--- src/rtl/hp0_axi_burst_writer_if.sv ---
// HP0 AXI4 write-side bundle (AW/W/B) between the burst writer and the Zynq shell.
// The master drives AW/W and bready; the slave drives the ready/response side.
interface hp0_axi_burst_writer_if #(
  parameter int DATA_W = 32,
  parameter int ADDR_W = 32,
  parameter int ID_W   = 6
);
  logic [ADDR_W-1:0]   awaddr;
  logic                awvalid;
  logic                awready;
  logic [ID_W-1:0]     awid;
  logic                awlock;
  logic [3:0]          awcache;
  logic [2:0]          awprot;
  logic [7:0]          awlen;
  logic [2:0]          awsize;
  logic [1:0]          awburst;
  logic [3:0]          awqos;

  logic [DATA_W-1:0]   wdata;
  logic                wvalid;
  logic                wready;
  logic [ID_W-1:0]     wid;
  logic                wlast;
  logic [DATA_W/8-1:0] wstrb;

  logic                bvalid;
  logic                bready;
  logic [ID_W-1:0]     bid;
  logic [1:0]          bresp;

  modport master (
    output awaddr, awvalid, awid, awlock, awcache,
    output awprot, awlen, awsize, awburst, awqos,
    input  awready,
    output wdata, wvalid, wid, wlast, wstrb,
    input  wready,
    input  bvalid, bid, bresp,
    output bready
  );

  modport slave (
    input  awaddr, awvalid, awid, awlock, awcache,
    input  awprot, awlen, awsize, awburst, awqos,
    output awready,
    input  wdata, wvalid, wid, wlast, wstrb,
    output wready,
    output bvalid, bid, bresp,
    input  bready
  );
endinterface

--- src/rtl/hp0_axi_burst_writer.sv ---
// Write-only AXI4 burst master for HP0: splits a command into INCR bursts
// capped by max_burst_p and by 4 KB pages, one burst outstanding at a time.
module hp0_axi_burst_writer #(
  parameter int C_HP0_AXI_DATA_WIDTH = 32,
  parameter int C_HP0_AXI_ADDR_WIDTH = 32,
  parameter int max_burst_p          = 16,
  parameter int len_width_p          = 16
) (
  input  logic                            aclk,
  input  logic                            aresetn,
  input  logic                            cmd_v_i,
  input  logic [C_HP0_AXI_ADDR_WIDTH-1:0] cmd_addr_i,
  input  logic [len_width_p-1:0]          cmd_words_i,
  output logic                            cmd_ready_o,
  input  logic [C_HP0_AXI_DATA_WIDTH-1:0] data_i,
  input  logic                            data_v_i,
  output logic                            data_ready_o,
  output logic                            done_o,
  output logic                            err_o,
  hp0_axi_burst_writer_if.master          hp0_axi
);
  localparam int A     = C_HP0_AXI_ADDR_WIDTH;
  localparam int L     = len_width_p;
  localparam int BYTES = C_HP0_AXI_DATA_WIDTH / 8;
  localparam int SZ    = $clog2(BYTES);
  localparam int CW    = (L > 13) ? L : 13;
  localparam logic [A-1:0] AMASK = ~A'(BYTES - 1);

  typedef enum logic [1:0] {
    S_IDLE, S_AW, S_W, S_B
  } state_t;

  state_t         state_q, state_d;
  logic [A-1:0]   addr_q;
  logic [L-1:0]   rem_q;
  logic [8:0]     beat_q;
  logic           err_flag_q;
  logic           done_q;
  logic           err_q;

  logic [12:0]    page_beats;
  logic [CW-1:0]  beats_x;
  logic [8:0]     beats;
  logic           accept;
  logic           w_fire;
  logic           last_beat;
  logic           b_fire;
  logic           b_err;
  logic           unused_bits;

  // Burst size depends only on addr_q/rem_q, which hold still through AW and W
  always_comb begin
    page_beats = (13'h1000 - {1'b0, addr_q[11:0]}) >> SZ;
    beats_x    = CW'(rem_q);
    if (CW'(max_burst_p) < beats_x) beats_x = CW'(max_burst_p);
    if (CW'(page_beats) < beats_x)  beats_x = CW'(page_beats);
  end

  assign beats       = beats_x[8:0];
  assign unused_bits = ^{hp0_axi.bid, beats_x[CW-1:9]};

  assign cmd_ready_o = (state_q == S_IDLE) & ~done_q;
  assign accept      = cmd_v_i & cmd_ready_o;
  assign w_fire      = (state_q == S_W) & data_v_i & hp0_axi.wready;
  assign last_beat   = (beat_q == beats - 9'd1);
  assign b_fire      = (state_q == S_B) & hp0_axi.bvalid;
  assign b_err       = (hp0_axi.bresp != 2'b00);

  always_comb begin
    state_d = state_q;
    unique case (state_q)
      S_IDLE:
        if (accept && cmd_words_i != '0) state_d = S_AW;
      S_AW:
        if (hp0_axi.awready) state_d = S_W;
      S_W:
        if (w_fire && last_beat) state_d = S_B;
      S_B:
        if (hp0_axi.bvalid)
          state_d = (rem_q == L'(beats)) ? S_IDLE : S_AW;
      default: state_d = S_IDLE;
    endcase
  end

  always_ff @(posedge aclk or negedge aresetn) begin
    if (!aresetn) begin
      state_q    <= S_IDLE;
      addr_q     <= '0;
      rem_q      <= '0;
      beat_q     <= '0;
      err_flag_q <= 1'b0;
      done_q     <= 1'b0;
      err_q      <= 1'b0;
    end else begin
      state_q <= state_d;
      done_q  <= 1'b0;
      err_q   <= 1'b0;
      if (accept) begin
        addr_q     <= cmd_addr_i & AMASK;
        rem_q      <= cmd_words_i;
        err_flag_q <= 1'b0;
        if (cmd_words_i == '0) done_q <= 1'b1;
      end
      if (state_q == S_AW && hp0_axi.awready) beat_q <= '0;
      if (w_fire) beat_q <= beat_q + 9'd1;
      if (b_fire) begin
        addr_q <= addr_q + (A'(beats) << SZ);
        rem_q  <= rem_q - L'(beats);
        if (b_err) err_flag_q <= 1'b1;
        if (rem_q == L'(beats)) begin
          done_q <= 1'b1;
          err_q  <= err_flag_q | b_err;
        end
      end
    end
  end

  assign done_o = done_q;
  assign err_o  = err_q;

  assign hp0_axi.awvalid = (state_q == S_AW);
  assign hp0_axi.awaddr  = hp0_axi.awvalid ? addr_q : '0;
  assign hp0_axi.awlen   = hp0_axi.awvalid ? 8'(beats - 9'd1) : 8'd0;
  assign hp0_axi.awsize  = 3'(SZ);
  assign hp0_axi.awburst = 2'b01;
  assign hp0_axi.awcache = 4'b0011;
  assign hp0_axi.awprot  = 3'b000;
  assign hp0_axi.awlock  = 1'b0;
  assign hp0_axi.awqos   = 4'b0000;
  assign hp0_axi.awid    = '0;

  assign hp0_axi.wvalid  = (state_q == S_W) & data_v_i;
  assign data_ready_o    = (state_q == S_W) & hp0_axi.wready;
  assign hp0_axi.wdata   = data_i;
  assign hp0_axi.wstrb   = '1;
  assign hp0_axi.wid     = '0;
  assign hp0_axi.wlast   = (state_q == S_W) & last_beat;

  assign hp0_axi.bready  = (state_q == S_B);
endmodule

--- src/flat_wrapper.sv ---
// flat-port wrapper written by rule: the top's interface ports become plain ports
module hp0_axi_burst_writer_flat 
#(
  parameter int C_HP0_AXI_DATA_WIDTH = 32,
  parameter int C_HP0_AXI_ADDR_WIDTH = 32,
  parameter int max_burst_p          = 16,
  parameter int len_width_p          = 16
)
  (aclk, aresetn, cmd_v_i, cmd_addr_i, cmd_words_i, cmd_ready_o, data_i, data_v_i, data_ready_o, done_o, err_o, hp0_axi_awaddr, hp0_axi_awvalid, hp0_axi_awid, hp0_axi_awlock, hp0_axi_awcache, hp0_axi_awprot, hp0_axi_awlen, hp0_axi_awsize, hp0_axi_awburst, hp0_axi_awqos, hp0_axi_awready, hp0_axi_wdata, hp0_axi_wvalid, hp0_axi_wid, hp0_axi_wlast, hp0_axi_wstrb, hp0_axi_wready, hp0_axi_bvalid, hp0_axi_bid, hp0_axi_bresp, hp0_axi_bready);
  hp0_axi_burst_writer_if #(.DATA_W(32), .ADDR_W(32)) hp0_axi_i ();
  input  logic aclk;
  input  logic aresetn;
  input  logic cmd_v_i;
  input  logic [C_HP0_AXI_ADDR_WIDTH-1:0] cmd_addr_i;
  input  logic [len_width_p-1:0] cmd_words_i;
  output logic cmd_ready_o;
  input  logic [C_HP0_AXI_DATA_WIDTH-1:0] data_i;
  input  logic data_v_i;
  output logic data_ready_o;
  output logic done_o;
  output logic err_o;
  output wire logic [$bits(hp0_axi_i.awaddr)-1:0] hp0_axi_awaddr;
  output wire logic [$bits(hp0_axi_i.awvalid)-1:0] hp0_axi_awvalid;
  output wire logic [$bits(hp0_axi_i.awid)-1:0] hp0_axi_awid;
  output wire logic [$bits(hp0_axi_i.awlock)-1:0] hp0_axi_awlock;
  output wire logic [$bits(hp0_axi_i.awcache)-1:0] hp0_axi_awcache;
  output wire logic [$bits(hp0_axi_i.awprot)-1:0] hp0_axi_awprot;
  output wire logic [$bits(hp0_axi_i.awlen)-1:0] hp0_axi_awlen;
  output wire logic [$bits(hp0_axi_i.awsize)-1:0] hp0_axi_awsize;
  output wire logic [$bits(hp0_axi_i.awburst)-1:0] hp0_axi_awburst;
  output wire logic [$bits(hp0_axi_i.awqos)-1:0] hp0_axi_awqos;
  input wire logic [$bits(hp0_axi_i.awready)-1:0] hp0_axi_awready;
  output wire logic [$bits(hp0_axi_i.wdata)-1:0] hp0_axi_wdata;
  output wire logic [$bits(hp0_axi_i.wvalid)-1:0] hp0_axi_wvalid;
  output wire logic [$bits(hp0_axi_i.wid)-1:0] hp0_axi_wid;
  output wire logic [$bits(hp0_axi_i.wlast)-1:0] hp0_axi_wlast;
  output wire logic [$bits(hp0_axi_i.wstrb)-1:0] hp0_axi_wstrb;
  input wire logic [$bits(hp0_axi_i.wready)-1:0] hp0_axi_wready;
  input wire logic [$bits(hp0_axi_i.bvalid)-1:0] hp0_axi_bvalid;
  input wire logic [$bits(hp0_axi_i.bid)-1:0] hp0_axi_bid;
  input wire logic [$bits(hp0_axi_i.bresp)-1:0] hp0_axi_bresp;
  output wire logic [$bits(hp0_axi_i.bready)-1:0] hp0_axi_bready;
  assign hp0_axi_awaddr = hp0_axi_i.awaddr;
  assign hp0_axi_awvalid = hp0_axi_i.awvalid;
  assign hp0_axi_awid = hp0_axi_i.awid;
  assign hp0_axi_awlock = hp0_axi_i.awlock;
  assign hp0_axi_awcache = hp0_axi_i.awcache;
  assign hp0_axi_awprot = hp0_axi_i.awprot;
  assign hp0_axi_awlen = hp0_axi_i.awlen;
  assign hp0_axi_awsize = hp0_axi_i.awsize;
  assign hp0_axi_awburst = hp0_axi_i.awburst;
  assign hp0_axi_awqos = hp0_axi_i.awqos;
  assign hp0_axi_i.awready = hp0_axi_awready;
  assign hp0_axi_wdata = hp0_axi_i.wdata;
  assign hp0_axi_wvalid = hp0_axi_i.wvalid;
  assign hp0_axi_wid = hp0_axi_i.wid;
  assign hp0_axi_wlast = hp0_axi_i.wlast;
  assign hp0_axi_wstrb = hp0_axi_i.wstrb;
  assign hp0_axi_i.wready = hp0_axi_wready;
  assign hp0_axi_i.bvalid = hp0_axi_bvalid;
  assign hp0_axi_i.bid = hp0_axi_bid;
  assign hp0_axi_i.bresp = hp0_axi_bresp;
  assign hp0_axi_bready = hp0_axi_i.bready;
  hp0_axi_burst_writer #(.C_HP0_AXI_DATA_WIDTH(C_HP0_AXI_DATA_WIDTH), .C_HP0_AXI_ADDR_WIDTH(C_HP0_AXI_ADDR_WIDTH), .max_burst_p(max_burst_p), .len_width_p(len_width_p)) u_core (.aclk(aclk), .aresetn(aresetn), .cmd_v_i(cmd_v_i), .cmd_addr_i(cmd_addr_i), .cmd_words_i(cmd_words_i), .cmd_ready_o(cmd_ready_o), .data_i(data_i), .data_v_i(data_v_i), .data_ready_o(data_ready_o), .done_o(done_o), .err_o(err_o), .hp0_axi(hp0_axi_i));
endmodule
--- config.mk ---
export PLATFORM = sky130hd
export DESIGN_NAME = hp0_axi_burst_writer_flat
export DESIGN_NICKNAME = d
export VERILOG_FILES = /design/src/rtl/hp0_axi_burst_writer_if.sv /design/src/rtl/hp0_axi_burst_writer.sv /design/src/flat_wrapper.sv
export SDC_FILE = /design/constraint.sdc
export NUM_CORES = 1
export LEC_CHECK = 0
export ABC_AREA = 0
export CORE_MARGIN = 1
export CORE_UTILIZATION = 43
export CTS_BUF_LIST = sky130_fd_sc_hd__clkbuf_8 sky130_fd_sc_hd__clkbuf_16
export CTS_CLUSTER_SIZE = 10
export DETAILED_ROUTE_END_ITERATION = 10
export GPL_TIMING_DRIVEN = 0
export PLACE_DENSITY = 0.79
export SLEW_MARGIN = 20
export SYNTH_ARGS = -nofsm -noshare
export SYNTH_HDL_FRONTEND = slang
export SYNTH_SLANG_ARGS = --single-unit
--- constraint.sdc ---
create_clock -name aclk -period 6 [get_ports aclk]
set_clock_uncertainty 0.1 [all_clocks]
set_input_delay 0.6 -clock aclk [delete_from_list [all_inputs] [get_ports aclk]]
set_output_delay 0.6 -clock aclk [all_outputs]
set_load 0.03 [all_outputs]
### Word-level counts from Yosys, hierarchy flattened

Cells that the tools add are included.

| operators by class | value |
|---|---|
| add/sub/neg operators | 5 |
| multiply operators | 0 |
| divide/modulo/power cells | 0 |
| order comparisons | 2 |
| eq/ne operators | 9 |
| shift operators | 0 |
| muxes and demuxes | 25 |
| bitwise logic cells | 9 |
| reduce and logical (&&, ||, !) cells | 10 |

Operators with widths:

| kind | count |
|---|---|
| $mux W32 | 3 |
| $mux W16 | 3 |
| $add A32 B11 Y32 | 1 |
| $mux W9 | 3 |
| $eq A16 B9 Y1 | 1 |
| $logic_not A16 Y1 | 1 |
| $lt A11 B16 Y1 | 1 |
| $lt A5 B16 Y1 const A | 1 |
| $reduce_bool A16 Y1 | 1 |
| $sub A16 B9 Y16 | 1 |
| $sub A13 B12 Y13 const A | 1 |
| $mux W1 | 10 |
| $add A9 B1 Y9 const B | 1 |
| $eq A9 B9 Y1 | 1 |
| $sub A9 B1 Y9 const B | 1 |
| $mux W2 | 4 |
| $mux W8 | 1 |
| $ne A2 B2 Y1 const B | 4 |
| $pmux W2 S4 | 1 |
| $and A1 B1 Y1 | 7 |
| $reduce_bool A2 Y1 | 3 |
| $eq A2 B2 Y1 const B | 2 |
| $reduce_and A4 Y1 | 1 |
| $logic_and A1 B1 Y1 | 3 |
| 4 further kinds | 4 |

| word-level totals | value |
|---|---|
| register bits after elaboration | 62 |
| latch bits | 0 |
| RAM bits | 0 |
| memory bits (read-only) | 0 |
| input bits | 95 |
| logic and storage cells | 67 |
| memories kept | 0 |

### Longest topological paths before layout

Gate-level depths: netlist of run 1.

| logic depth | value |
|---|---|
| depth after elaboration | 9 |
| mapped depth | 27 |
| depth with buffers taken out | 24 |

### Worst setup path after synthesis of run 1

Ideal clock, no wire load.

| timing path | value |
|---|---|
| kind | flip-flop to output port |
| start | register u_core.rem_q[10] |
| end | output hp0_axi_wlast |
| data arrival time | 6.243 ns |
| data required time | 5.300 ns |
| slack | -0.943 ns |
| cell stages (with the launch flop) | 22 |
| path buffers | 3 |
| path through | dfrtp_1 or3_1 buf_2 or4_4 buf_6 nor2_1 nand2_1 ha_1 a2111oi_0 a21bo_2 or4_4 nand3_4 buf_6 o21a_1 ha_1 nand2_1 mux2_2 or4_1 a211oi_1 or4b_1 o211ai_1 nor4_1 |

| on the way | value |
|---|---|
| cells in the longest elaborated chain, start to end | 7 |

Ends and longest elaborated chain:

| what | RTL line | text |
|---|---|---|
| from (decl) | hp0_axi_burst_writer.sv:35 | `logic [L-1:0] rem_q;` |
| from (signal assigned) | hp0_axi_burst_writer.sv:100 | `rem_q <= cmd_words_i;` |
| from (signal assigned) | hp0_axi_burst_writer.sv:108 | `rem_q <= rem_q - L'(beats);` |
| $lt A5 B16 Y1 | hp0_axi_burst_writer.sv:55 | `if (CW'(max_burst_p) < beats_x) beats_x = CW'(max_burst_p);` |
| $mux W16 (*) | hp0_axi_burst_writer.sv:55 |  |
| $lt A11 B16 Y1 | hp0_axi_burst_writer.sv:56 | `if (CW'(page_beats) < beats_x) beats_x = CW'(page_beats);` |
| $mux W9 (*) | hp0_axi_burst_writer.sv:56 |  |
| $sub A9 B1 Y9 (*) | hp0_axi_burst_writer.sv:65 | `assign last_beat = (beat_q == beats - 9'd1);` |
| $eq A9 B9 Y1 (*) | hp0_axi_burst_writer.sv:65 |  |
| $and A1 B1 Y1 (*) | hp0_axi_burst_writer.sv:137 | `assign hp0_axi.wlast = (state_q == S_W) & last_beat;` |
| to (decl) | flat_wrapper.sv:36 | `output wire logic [$bits(hp0_axi_i.wlast)-1:0] hp0_axi_wlast;` |

Every way passes the cells marked *; elsewhere a longest branch is shown, timed or not.

### Worst setup path after layout of run 1

| timing path | value |
|---|---|
| start | register u_core.rem_q[8] |
| end | output hp0_axi_wlast |

The elaborated chain is that of the path after synthesis.

==> results of run 1 <==
routing by layer:
layer | up-vias | track usage
met3 | 55 | 0.0503
met1 | 3101 | 0.352
li1 | 3114 | -
met5 | - | 0
met4 | 0 | 0.111
met2 | 334 | 0.427
kinds of logic after synthesis:
group	after synthesis	share of synthesized area
AOI/OAI and AO/OA	190	0.222
other	2	0.00124
DFF	60	0.247
xor gates and xnor gates	29	0.0453
adders and majority gates	37	0.0787
and+or+nand+nor	309	0.262
buffers and inverters	136	0.128
muxes	9	0.0154
timing repair:
action / 4_1_cts / 5_1_grt
gates cloned: 0 / 2
setup endpoints to repair: 40 / 38
gates resized for setup: 51 / 57
pin swaps: 11 / 31
setup buffers: 21 / 17
power by group:
group	internal (mW)	switching (mW)	total, mW
clock network	0.358	0.202	0.560
logic	2.02	2.59	4.61
registers	0.579	0.208	0.788
total	2.96	3.00	5.96
metrics by stage:
stage | utilization | TNS, ns | std cells
after floorplan | - | -0.433 | 811
after global placement | 0.569 | -20.85 | 1123
after detailed placement | 0.571 | -22.28 | 1124
after CTS | 0.615 | -1.21 | 1156
after global routing | 0.645 | -11.03 | 1175
final | 0.645 | -4.29 | 1175
worst reg2reg max path, cell delays in order (launching register included):
cell	delay (ns)
dfrtp_1	0.38
or4_1	0.52
or4_4	0.57
nor2_4	0.18
nand2_2	0.11
ha_4	0.29
a2111oi_4	0.30
a21bo_4	0.27
or4_4	0.53
nand3_4	0.11
buf_8	0.12
o21a_4	0.14
ha_4	0.16
nand2b_1	0.06
mux2_4	0.27
or4_4	0.44
a211oi_2	0.20
or4b_4	0.16
o211ai_1	0.14
buf_4	0.17
buf_4	0.12
o41a_1	0.32
or2_1	0.27
o41a_1	0.32
registers in the layout (all words and copies together) (netlist names):
name and flops:
u_core.err_flag_q 1, u_core.rem_q 16, u_core.beat_q 9, u_core.err_o 1, u_core.state_q 2, u_core.done_o 1, u_core.addr_q 30
final cells by class:
type	instances	area [um^2]	share of cell area
Multi-Input combinational cell	616	4430	0.497
Tap cell	180	225	0.0252
Inverter	32	124	0.0139
Timing Repair Buffer	172	1680	0.189
Clock buffer	9	225	0.0252
Sequential cell	60	1500	0.168
Clock inverter	6	81.3	0.00912
Buffer	100	646	0.0724
path summary, 6_finish.rpt:
kind / slack, ns / to / cells after the start / from
min reg2reg: 0.37 / u_core.err_flag_q / 2 / u_core.err_flag_q
min in group aclk: 0.37 / u_core.err_flag_q / 2 / u_core.err_flag_q
max reg2reg: -0.38 / u_core.state_q[0] / 23 / u_core.rem_q[8]
max: -0.53 / hp0_axi_wlast / 20 / u_core.rem_q[8]
max in group asynchronous: 5.25 / u_core.addr_q[7] / 2 / aresetn
min: 0.03 / u_core.beat_q[0] / 1 / aresetn
cell usage after synthesis (10+ instances only):
| cell type | count |
|---|---|
| a211oi_1 | 20 |
| buf_4 | 67 |
| o21ai_0 | 40 |
| and2_1 | 40 |
| xnor2_1 | 17 |
| nor3_1 | 16 |
| and3_1 | 13 |
| dfrtp_1 | 60 |
| nand3_1 | 19 |
| xor2_1 | 10 |
| inv_1 | 32 |
| nand2_1 | 82 |
| a21oi_1 | 24 |
| clkbuf_1 | 33 |
| a31oi_1 | 16 |
| nor2_1 | 73 |
| ha_1 | 35 |
==> impl_metrics.py, run 1 <==
metrics = {
    "timing": {
        "hold_viol": 0,
        "rsz0062_at_grt": "true",
        "max_slew.worst_pin.slew_ns": 0.972,
        "fin_crit_ns": 6.53,
        "holdWs_ns": 0.0272,
        "fmax_mhz": 153,
        "finalWorstSetupSlack_ns": -0.530,
        "slew_violations": 0,
        "setup_viol": 29,
        "slew_headroom": 0.347,
        "fin_crit_sh": 1.09,
    },
    "synthesis": {
        "synth-edff-count": 0,
        "synth_top_area_share": 0.247,
        "ys_async_sr_fraction": 1.00,
        "yosysUniqueCellTypes": 78,
        "synthTopCellsByArea": "dfrtp_1 (25%), buf_4 (8.3%), ha_1 (7.2%)",
        "synthFlopType": "dfrtp_1",
        "synth_seq_area_share": 0.247,
        "syn_area_um2": 6070,
        "synthCells": 772,
        "avgSynthCellArea_um2": 7.87,
        "ys_ff_latch": 60,
        "yosys.area.top_type": "dfrtp_1",
        "yosys_warnings": 0,
    },
    "drt": {
        "first_iter_violations": 394,
        "route.detailed.drc": 0,
        "wl_per_cell_um": 17.3,
        "met3_wirelength_mm": 1.60,
        "drt-met1-wl_mm": 8.59,
        "drtAntennaViolNets": 0,
        "dr_wl_met2_mm": 9.49,
        "routed_wl_mm": 20.3,
        "vias_per_cell": 5.62,
        "vias": 6604,
        "first_pass_iters": 5,
        "top_layer_used": "met4",
    },
    "clocking": {
        "cts_made_buffers": 9,
        "cts_buffer_depth": 2,
        "hold_buffers": 0,
        "cts_tree": "yes",
        "cts_sinks": 60,
        "clk_latency_ns": 0.35,
        "clkTransAtPathRegs_ns": 0.05,
        "cts_max_level": 3,
        "root_buffer": "clkbuf_16",
    },
    "critical_path": {
        "critical_path_buf_inv_count": 2,
        "critical-path-slowest-cell": "or4_4",
        "crit_family": "simple AND/OR/NAND/NOR gates",
        "crit_path_start_kind": "flop",
        "critPathCaptureType": "primary output",
        "crit_arrival_ns": 5.83,
        "crit_path_max_incr_delay_ns": 0.57,
        "required_ns": 5.30,
        "path_max_fanout": 6,
        "path_common_cell": "or4_4",
        "cp_cell_sequence": "or4_1 -> or4_4 -> nor2_4 -> nand2_2 -> ha_4 -> a2111oi_4 -> a21bo_4 -> or4_4 -> nand3_4 -> buf_8 -> o21a_4 -> ha_4 -> nand2b_1 -> mux2_4 -> or4_4 -> nand4_1 -> or4b_4 -> o211ai_1 -> nor4_4 -> buf_4",
        "critical_path_class": "reg -> out",
    },
    "final_layout": {
        "drive_gt1_frac": 0.222,
        "nets": 1123,
        "final_area_um2": 8920,
        "syn_to_final_growth_pct": 46.8,
        "nFillCells": 1203,
        "layout_common_cells": "clkdlybuf4s50_1 (127), buf_4 (103), nand2_1 (80)",
        "antennaDiodeCount": 0,
        "final_common_cell": "clkdlybuf4s50_1",
    },
    "global_route": {
        "antenna_found_initial": 0,
        "grt_pass1_vias": 5931,
        "grt.overflow.total": 0,
        "grt_max_degree": 44,
        "grt_usage": 0.267,
        "grt_first_pass_wirelength_mm": 30.2,
    },
    "floorplanning": {
        "num_io_pins": 208,
        "die_y_um": 121,
        "fp-row-count": 43,
        "dieArea_um2": 14600,
        "core_um2": 13800,
        "die_w_um": 121,
        "start_util": 0.439,
    },
    "pwr": {
        "irDropWorstVdd_v": 0.000301,
        "power.total_mw": 5.96,
        "p_leak_nw": 3.86,
        "power.density_nw_per_um2": 668,
    },
    "placement": {
        "dpl_cell_area_um2": 7900,
        "portBuffers": 132,
        "routabilityCongestion": 0.953,
        "place_hpwl_mm": 14.6,
        "post-place-ws_ns": -1.35,
    },
    "run_status": {
        "failed_checks": "negative setup slack",
        "outcome": "complete, but fails checks",
    },
    "run": {
        "drv_cap": 0,
    },
    "worst_hold_path": {
        "hold_path.class": "in -> async",
    },
}
No activity file was read; power rests on OpenSTA's default activity.
==> run 2, diff against run 1 <==
- REMOVE_ABC_BUFFERS: not set -> 1
==> run 2 against run 1 <==
The run still ends with negative setup slack left; routed wire length decreased by 8.2%; sequential power increased by 8.4%; fmax increased by 3.3%; sequential share of layout area increased by 3.0 points; combinational power decreased by 14%; cell count decreased by 12%; power decreased by 11%; critical endpoint unchanged; largest power group unchanged.
==> impl_metrics.py, run 2 (synthesis results as in run 1) <==
metrics = {
    "drt": {
        "vias_per_cell": 5.84,
        "routed_wl_mm": 18.6,
        "drt-met1-wl_mm": 7.87,
        "wl_per_cell_um": 18.1,
        "route.detailed.drc": 0,
        "vias": 6023,
        "top_layer_used": "met5",
        "dr_wl_met2_mm": 8.44,
        "met3_wirelength_mm": 1.74,
        "first_pass_iters": 5,
        "drtAntennaViolNets": 0,
        "first_iter_violations": 395,
    },
    "timing": {
        "hold_viol": 0,
        "fin_crit_ns": 6.32,
        "fin_crit_sh": 1.05,
        "rsz0062_at_grt": "true",
        "slew_violations": 0,
        "max_slew.worst_pin.slew_ns": 0.989,
        "fmax_mhz": 158,
        "slew_headroom": 0.340,
        "finalWorstSetupSlack_ns": -0.325,
        "setup_viol": 5,
    },
    "floorplanning": {
        "die_y_um": 121,
        "die_w_um": 121,
        "dieArea_um2": 14600,
        "core_um2": 13800,
        "fp-row-count": 43,
        "num_io_pins": 208,
        "start_util": 0.439,
    },
    "critical_path": {
        "r2r-start": "u_core.rem_q[10]",
        "critical-path-slowest-cell": "or4_4",
        "critical_path_class": "reg -> out",
        "path_max_fanout": 8,
        "r2r_cells": 22,
        "reg2reg_slack_ns": -0.26,
        "crit_arrival_ns": 5.62,
        "critPathCaptureType": "primary output",
        "crit_path_max_incr_delay_ns": 0.56,
        "cp_cell_sequence": "or3_4 -> or4_4 -> nor2_4 -> nand2_2 -> ha_4 -> a2111oi_4 -> a21boi_2 -> and3_2 -> nor3_1 -> a32oi_4 -> ha_4 -> nand2b_1 -> mux2_4 -> or4_4 -> a211oi_2 -> or4b_1 -> o211ai_1 -> nor4_2 -> buf_4",
        "crit_path_start_kind": "flop",
        "required_ns": 5.30,
        "r2r_end": "u_core.state_q[0]",
    },
    "run": {
        "drv_cap": 0,
    },
    "final_layout": {
        "largest_registers": "u_core.addr_q x30, u_core.rem_q x16, u_core.beat_q x9",
        "layout_common_cells": "clkdlybuf4s50_1 (96), nand2_1 (79), nor2_1 (71)",
        "final_area_um2": 7620,
        "fin_cells": 1032,
        "drive_gt1_frac": 0.151,
        "nets": 979,
        "top_register": "u_core.addr_q",
        "final_common_cell": "clkdlybuf4s50_1",
        "largest_reg_flops": 30,
        "antennaDiodeCount": 0,
        "syn_to_final_growth_pct": 25.4,
    },
    "placement": {
        "dpl.cell_count": 989,
        "routabilityCongestion": 0.955,
        "place_hpwl_mm": 13.2,
        "dpl_cell_area_um2": 6830,
        "portBuffers": 100,
    },
    "global_route": {
        "grt_first_pass_wirelength_mm": 28.4,
        "antenna_found_initial": 0,
        "grt.overflow.total": 0,
        "grt_max_degree": 40,
        "grt_pass1_vias": 5630,
        "grt_usage": 0.250,
    },
    "pwr": {
        "irDropWorstVdd_v": 0.000301,
        "p_leak_nw": 3.19,
        "pwr-share-seq": 0.161,
        "power.density_nw_per_um2": 695,
        "clkPwrFrac": 0.093,
        "p_sw_mw": 2.71,
        "power.internal_mw": 2.58,
        "comb_power_share": 0.746,
        "switching_share": 0.512,
    },
    "clocking": {
        "clk_latency_ns": 0.34,
        "clkTransAtPathRegs_ns": 0.06,
        "cts_sinks": 60,
        "cts_tree": "yes",
        "cts_max_level": 3,
        "cts_buffer_depth": 2,
        "cts_made_buffers": 9,
        "root_buffer": "clkbuf_16",
    },
    "worst_hold_path": {
        "hold_path.class": "in -> async",
    },
    "run_status": {
        "failed_checks": "negative setup slack",
        "outcome": "complete, but fails checks",
    },
}
[run 2: cell count changes in the layout (fill, tap and decap cells not counted), moves of 6 or more]
cell	before	now
buf_4	103	27
clkdlybuf4s50_1	127	96
clkbuf_1	30	0
a211oi_1	7	13
buf_6	6	0
[run 2: area by class of cell]
type / count / area, um^2
Clock buffer: 10 / 239
Clock inverter: 6 / 38.8
Fill cell: 1228 / 6210
Inverter: 32 / 124
Multi-Input combinational cell: 616 / 4250
Sequential cell: 60 / 1510
Tap cell: 180 / 225
Timing Repair Buffer: 128 / 1230
[run 2: what timing repair did]
| item | 4_1_cts | 5_1_grt |
|---|---|---|
| buffers inserted | 15 | 11 |
| setup endpoints to repair | 47 | 37 |
| hold buffers | 0 | 0 |
| cloned | 0 | 1 |
| gates resized for setup | 50 | 42 |
| pin swaps | 12 | 18 |
| endpoints found under the hold margin | 0 | 0 |
[run 2: power groups by stage]
stage	sequential, mW	clock [mW]	combinational [mW]
final	0.854	0.491	3.95
after global routing	0.886	0.511	4.28
after CTS	0.834	0.496	3.63
after detailed placement	0.836	0	3.36
after global placement	0.830	0	3.31
after floorplan	0.752	0	2.51
[run 2: worst max-delay path by stage]
stage	start	endpoint	slack [ns]
global placement	u_core.rem_q[10]	hp0_axi_wlast	-1.59
detailed placement	u_core.rem_q[10]	hp0_axi_wlast	-1.71
global route	u_core.rem_q[10]	hp0_axi_wlast	-0.59
CTS	u_core.rem_q[8]	hp0_axi_wlast	-0.33
floorplan	u_core.rem_q[10]	hp0_axi_wlast	-0.78
finish	u_core.rem_q[10]	hp0_axi_wlast	-0.32
[run 2: stage by stage]
stage          utilization  hold slack [ns]  power (mW)  setup WS (ns)  setup TNS (ns)
2_1_floorplan            -            0.204        3.26         -0.780           -1.85
3_3_place_gp         0.491            0.353        4.14          -1.59          -29.47
3_5_place_dp         0.494            0.383        4.20          -1.71          -33.29
4_1_cts              0.533            0.106        4.96         -0.327           -2.64
5_1_grt              0.551            0.117        5.68         -0.595           -4.77
6_report             0.551           0.0876        5.29         -0.325          -0.888
[run 2: critical path, delay by kind of cell, from the launching register on]
| kind | cells | cell delay, ns |
|---|---|---|
| and+or+nand+nor | 10 | 2.67 |
| adders and majority gates | 2 | 0.46 |
| muxes | 1 | 0.28 |
| DFF | 1 | 0.42 |
| buffers and inverters | 1 | 0.22 |
| AOI/OAI and AO/OA | 5 | 1.24 |
[run 2: metal layers]
| layer | global-route usage | vias up |
|---|---|---|
| met5 | 0.0294 | - |
| met4 | 0.102 | 2 |
| met3 | 0.0766 | 38 |
| met2 | 0.383 | 300 |
| met1 | 0.322 | 2858 |
| li1 | - | 2825 |
